`src/rtl/sdram_arb_pkg.sv`:
```
// rtl/sdram_arb_pkg.sv - shared types and widths for the two-port SDRAM arbiter
package sdram_arb_pkg;

  localparam int LEN_W = 8;
  localparam int WR_W  = 4;

  typedef logic port_id_t;

  typedef enum logic {
    ST_IDLE,
    ST_LOCKED
  } arb_state_t;

endpackage

```
`src/rtl/sdram_arb_id_fifo.sv`:
```
// rtl/sdram_arb_id_fifo.sv - in-order queue of port IDs awaiting a core ack
module sdram_arb_id_fifo
  import sdram_arb_pkg::*;
#(
  parameter int DEPTH = 4
) (
  input  logic     clk_i,
  input  logic     rst_i,
  input  logic     push_i,
  input  port_id_t push_id_i,
  input  logic     pop_i,
  output port_id_t head_id_o,
  output logic     full_o,
  output logic     empty_o
);

  localparam int PTR_W = (DEPTH > 1) ? $clog2(DEPTH) : 1;

  port_id_t           mem_q [DEPTH];
  logic [PTR_W-1:0]   wr_ptr_q, rd_ptr_q;
  logic [PTR_W:0]     count_q;
  logic               do_push, do_pop;

  assign full_o    = (count_q == (PTR_W+1)'(DEPTH));
  assign empty_o   = (count_q == '0);
  // A push at full is legal when the head leaves in the same cycle.
  assign do_push   = push_i & (~full_o | pop_i);
  assign do_pop    = pop_i & ~empty_o;
  assign head_id_o = mem_q[rd_ptr_q];

  always_ff @(posedge clk_i) begin
    if (rst_i) begin
      wr_ptr_q <= '0;
      rd_ptr_q <= '0;
      count_q  <= '0;
    end else begin
      if (do_push) begin
        mem_q[wr_ptr_q] <= push_id_i;
        wr_ptr_q        <= wr_ptr_q + 1'b1;
      end
      if (do_pop) rd_ptr_q <= rd_ptr_q + 1'b1;
      count_q <= count_q + (PTR_W+1)'(do_push) - (PTR_W+1)'(do_pop);
    end
  end

endmodule

```
`src/rtl/sdram_port_arbiter.sv`:
```
// rtl/sdram_port_arbiter.sv - two-port arbiter in front of sdram_core_32bit with in-order ack routing
// Define SDRAM_ARB_RR_EN for round-robin priority; otherwise port 0 has fixed priority.
module sdram_port_arbiter
  import sdram_arb_pkg::*;
#(
  parameter int ADDR_W          = 32,
  parameter int DATA_W          = 32,
  parameter int MAX_OUTSTANDING = 4
) (
  input  logic              clk_i,
  input  logic              rst_i,
  input  logic [WR_W-1:0]   p0_wr_i,
  input  logic              p0_rd_i,
  input  logic [LEN_W-1:0]  p0_len_i,
  input  logic [ADDR_W-1:0] p0_addr_i,
  input  logic [DATA_W-1:0] p0_write_data_i,
  output logic              p0_accept_o,
  output logic              p0_ack_o,
  output logic              p0_error_o,
  output logic [DATA_W-1:0] p0_read_data_o,
  input  logic [WR_W-1:0]   p1_wr_i,
  input  logic              p1_rd_i,
  input  logic [LEN_W-1:0]  p1_len_i,
  input  logic [ADDR_W-1:0] p1_addr_i,
  input  logic [DATA_W-1:0] p1_write_data_i,
  output logic              p1_accept_o,
  output logic              p1_ack_o,
  output logic              p1_error_o,
  output logic [DATA_W-1:0] p1_read_data_o,
  output logic [WR_W-1:0]   outport_wr_o,
  output logic              outport_rd_o,
  output logic [LEN_W-1:0]  outport_len_o,
  output logic [ADDR_W-1:0] outport_addr_o,
  output logic [DATA_W-1:0] outport_write_data_o,
  input  logic              outport_accept_i,
  input  logic              outport_ack_i,
  input  logic              outport_error_i,
  input  logic [DATA_W-1:0] outport_read_data_i
);

  arb_state_t state_q, state_d;
  port_id_t   grant_q, grant_d, grant, pick, head_id;
  logic       grant_vld, req0, req1;
  logic       fifo_push, fifo_pop, fifo_full, fifo_empty, q_full;
  logic       proto_err_q, proto_err_d;

  assign req0 = (p0_wr_i != '0) | p0_rd_i;
  assign req1 = (p1_wr_i != '0) | p1_rd_i;

`ifdef SDRAM_ARB_RR_EN
  port_id_t prio_q, prio_d;

  always_comb begin
    prio_d = prio_q;
    if (fifo_push) prio_d = ~grant;
  end

  always_ff @(posedge clk_i) begin
    if (rst_i) prio_q <= 1'b0;
    else       prio_q <= prio_d;
  end

  assign pick = (req0 & req1) ? prio_q : req1;
`else
  assign pick = ~req0 & req1;
`endif

  // The head may leave this cycle, which frees a slot for a same-cycle accept.
  assign fifo_pop = outport_ack_i & ~fifo_empty & ~rst_i;
  assign q_full   = fifo_full & ~fifo_pop;

  always_comb begin
    state_d              = state_q;
    grant_d              = grant_q;
    grant                = grant_q;
    grant_vld            = 1'b0;
    fifo_push            = 1'b0;
    p0_accept_o          = 1'b0;
    p1_accept_o          = 1'b0;
    outport_wr_o         = '0;
    outport_rd_o         = 1'b0;
    outport_len_o        = '0;
    outport_addr_o       = '0;
    outport_write_data_o = '0;
    if (state_q == ST_IDLE) begin
      grant     = pick;
      grant_vld = req0 | req1;
    end else begin
      grant_vld = grant_q ? req1 : req0;
    end
    if (grant_vld && !q_full && !rst_i) begin
      outport_wr_o         = grant ? p1_wr_i         : p0_wr_i;
      outport_rd_o         = grant ? p1_rd_i         : p0_rd_i;
      outport_len_o        = grant ? p1_len_i        : p0_len_i;
      outport_addr_o       = grant ? p1_addr_i       : p0_addr_i;
      outport_write_data_o = grant ? p1_write_data_i : p0_write_data_i;
      p0_accept_o          = outport_accept_i & ~grant;
      p1_accept_o          = outport_accept_i & grant;
      fifo_push            = outport_accept_i;
      grant_d              = grant;
      state_d              = outport_accept_i ? ST_IDLE : ST_LOCKED;
    end
  end

  assign proto_err_d = proto_err_q | (outport_ack_i & fifo_empty);

  always_ff @(posedge clk_i) begin
    if (rst_i) begin
      state_q     <= ST_IDLE;
      grant_q     <= 1'b0;
      proto_err_q <= 1'b0;
    end else begin
      state_q     <= state_d;
      grant_q     <= grant_d;
      proto_err_q <= proto_err_d;
    end
  end

  sdram_arb_id_fifo #(
    .DEPTH(MAX_OUTSTANDING)
  ) u_id_fifo (
    .clk_i     (clk_i),
    .rst_i     (rst_i),
    .push_i    (fifo_push),
    .push_id_i (grant),
    .pop_i     (fifo_pop),
    .head_id_o (head_id),
    .full_o    (fifo_full),
    .empty_o   (fifo_empty)
  );

  assign p0_ack_o       = fifo_pop & ~head_id;
  assign p1_ack_o       = fifo_pop & head_id;
  assign p0_error_o     = p0_ack_o & outport_error_i;
  assign p1_error_o     = p1_ack_o & outport_error_i;
  assign p0_read_data_o = outport_read_data_i;
  assign p1_read_data_o = outport_read_data_i;

endmodule
```
`config.mk`:
```
export PLATFORM = sky130hd
export DESIGN_NAME = sdram_port_arbiter
export DESIGN_NICKNAME = d
export VERILOG_FILES = /design/src/rtl/sdram_arb_pkg.sv /design/src/rtl/sdram_arb_id_fifo.sv /design/src/rtl/sdram_port_arbiter.sv
export SDC_FILE = /design/constraint.sdc
export NUM_CORES = 1
export LEC_CHECK = 0
export ABC_AREA = 1
export CORE_AREA = 2 2 131 133
export DETAILED_ROUTE_END_ITERATION = 7
export DIE_AREA = 0 0 133 135
export SLEW_MARGIN = 20
export SYNTH_ARGS = -nofsm -noshare
export SYNTH_HDL_FRONTEND = slang
export SYNTH_SLANG_ARGS = --single-unit
```
`constraint.sdc`:
```
create_clock -name clk_i -period 3.35 [get_ports clk_i]
set_input_delay 0.335 -clock clk_i [delete_from_list [all_inputs] [get_ports clk_i]]
set_output_delay 0.335 -clock clk_i [all_outputs]
set_load 0.03 [all_outputs]
```
==> impl_metrics.json <==
{
  "rsz0062_at_grt": "false",
  "worstPathCellList": "clkdlybuf4s50_1, nor2_1, nand3_1, o21ai_4, buf_12, nor2_1, clkdlybuf4s50_1",
  "reg2reg_depth": 10,
  "synth_top_area_cell": "nand2_1",
  "cpMaxStageDelayCell": "clkdlybuf4s50_1",
  "num_rows": 47,
  "antenna_found_initial": 0,
  "dp_hpwl_um": 8150,
  "start_util_pct": 17.5,
  "rr_startpoint": "u_id_fifo.count_q[1]",
  "avgRoutedWirePerCell_um": 10.4,
  "worst_pin_slew_ns": 0.408,
  "synth_top_area_share_pct": 22.4,
  "clk_latency_ns": 0.24,
  "crit_cells": 7,
  "crit_buf_inv": 3,
  "drc": 0,
  "postSynthCellCount": 582,
  "path_delay_family": "buffers and inverters",
  "vias_per_cell": 3.64,
  "critPathMaxStageDelay_ns": 0.60,
  "grt_max_degree": 100,
  "synth.cell_area_um2": 2880,
  "wl_um": 10000,
  "fin_skew_ns": 0.00366,
  "coreArea_um2": 16400,
  "dpl.cell_count": 960,
  "required_ns": 3.01,
  "postCtsHoldBufs": 0,
  "path_clk_slew_ns": 0.05,
  "setup_viol_count_final": 0,
  "ys_types": 23,
  "path_max_fanout": 56,
  "cts_tree": "done",
  "dp_slack_ns": 0.475,
  "n_antenna_cell": 0,
  "port_buffers": 241,
  "clock-sinks": 15,
  "p_leak_nw": 2.53,
  "max_slew_margin_pct": 72.8,
  "clock.fmax_mhz": 353,
  "die_area_um2": 18000,
  "stdcell_count": 964,
  "fin_crit_ns": 2.83,
  "fin_hold_ws_ns": 0.468,
  "maxCapViolCount": 0,
  "outcome": "completed",
  "endpoint": "p0_accept_o",
  "drive_gt1_share_pct": 11.8,
  "cts_buffers": 3,
  "reg2reg_slack_ns": 1.10,
  "root_buffer": "clkbuf_16",
  "grt_pass1_vias": 3218,
  "cts_resized": 0,
  "ys_seq_area_share_pct": 11.8,
  "place.gp.congestion": 0.737,
  "drtIter0Drc": 66,
  "grt_pass1_wl_um": 15100,
  "grtUsageTotal_pct": 10.1,
  "hold_path_class": "flip-flop to flip-flop",
  "fill_cells": 1864,
  "timing.final.ws_setup_ns": 0.519,
  "ant_nets": 0,
  "worst_ep_arrival_time_ns": 2.50,
  "syn_to_final_growth_pct": 71.6,
  "fin_total_pwr_mw": 1.37,
  "syn_area_per_cell_um2": 4.94,
  "cts_setup_buffers": 0,
  "ys_seq_elements": 15,
  "worstSetupStartpointType": "input pin",
  "setup_tns_ns": 0,
  "cts.htree.levels": 1,
  "finalMaxSlewViolations": 0,
  "hold_viol": 0,
  "drt_first_pass_iters": 4,
  "die_h_um": 135,
  "yosysWarningCount": 0,
  "syn-num-nets": 780,
  "ir_drop_uv": 192,
  "end_kind": "output port",
  "ios": 338,
  "reg2reg_to": "u_id_fifo.count_q[2]",
  "power_density_nw_per_um2": 277,
  "min_period_over_period_pct": 84.5,
  "overflow": 0,
  "worstHoldPathCells": 2,
  "synthTopCellsByArea": "nand2_1, nor2_1, buf_4, inv_1, dfxtp_1",
  "clockBufferDepth": 2,
  "dr_total_vias": 3512,
  "final_nets": 943,
  "critPathLaunch": "p0_wr_i[3]",
  "dieWidth_um": 133,
  "critPathKind": "input pin to output port"
}
-- tightest hold or removal path, stage by stage (launching register included) --
cell     delay, ns
dfxtp_1       0.29
inv_1         0.06
a21oi_1       0.07
-- logic make-up after synthesis --
group | after synthesis | synth area share, %
AOI/OAI and AO/OA | 15 | 3.22
xor gates and xnor gates | 1 | 0.305
adders and majority gates | 7 | 3.31
buffers and inverters | 191 | 34.6
DFF | 15 | 11.8
and+or+nand+nor | 353 | 46.8
-- cells in the final DEF, fill, tap and decap left out, types with 4 or more instances in the layout --
cell type / count
nand2_1: 172
nor2_1: 170
clkdlybuf4s50_1: 166
inv_1: 102
buf_4: 76
dfxtp_1: 11
a21oi_1: 9
ha_1: 6
nand3_1: 4
buf_12: 4
edfxtp_1: 4
-- worst min-delay path by stage --
stage / end / from / slack [ns]
final: flip-flop / u_id_fifo.rd_ptr_q[1] / 0.47
after floorplan: u_id_fifo.count_q[1] / rst_i / 0.40
after global routing: state_q / state_q / 0.50
after CTS: flip-flop / u_id_fifo.rd_ptr_q[1] / 0.47
after detailed placement: state_q / state_q / 0.46
after global placement: flip-flop / u_id_fifo.rd_ptr_q[1] / 0.45
-- per-layer routing --
layer / vias to the layer above / part of all wire (%) / global-route usage (%)
li1: 1915 / - / -
met1: 1398 / 39 / 11.3
met2: 167 / 48 / 18.4
met3: 32 / 10 / 3.38
met4: 0 / 2.1 / 2.87
met5: - / 0 / 0
-- per-stage QoR --
step | utilization, % | instance area, µm²
5_1_grt | 30.1 | 4930
3_5_place_dp | 29.6 | 4860
2_1_floorplan | - | 2880
6_report | 30.1 | 4930
3_3_place_gp | 29.6 | 4860
4_1_cts | 30.1 | 4930
-- power by group --
group | leakage (nW) | switching [mW] | total [mW] | internal (mW)
registers | 0.130 | 0.0216 | 0.238 | 0.216
logic | 2.36 | 0.487 | 0.898 | 0.411
clock network | 0.0382 | 0.0692 | 0.230 | 0.161
-- synthesized netlist by cell type --
master    instances
nand3_1           4
a21oi_1           9
a21oi_2           1
buf_2            15
dfxtp_1          11
nand2_2           2
o21ai_0           3
clkbuf_1          6
o21ai_4           1
fa_1              1
buf_4            65
ha_1              6
inv_2             1
xor2_1            1
inv_1           102
nand4_1           2
or2_0             1
nand2_1         172
nor3_1            2
buf_6             2
edfxtp_1          4
o211ai_1          1
nor2_1          170
-- layout make-up --
class	count	area (µm²)	share of cell area (%)
Sequential cell	15	340	6.90
Multi-Input combinational cell	376	1540	31.2
Tap cell	220	275	5.58
Inverter	103	387	7.83
Clock buffer	4	78.8	1.60
Timing Repair Buffer	246	2310	46.9
No activity file was read; power rests on OpenSTA's default activity.
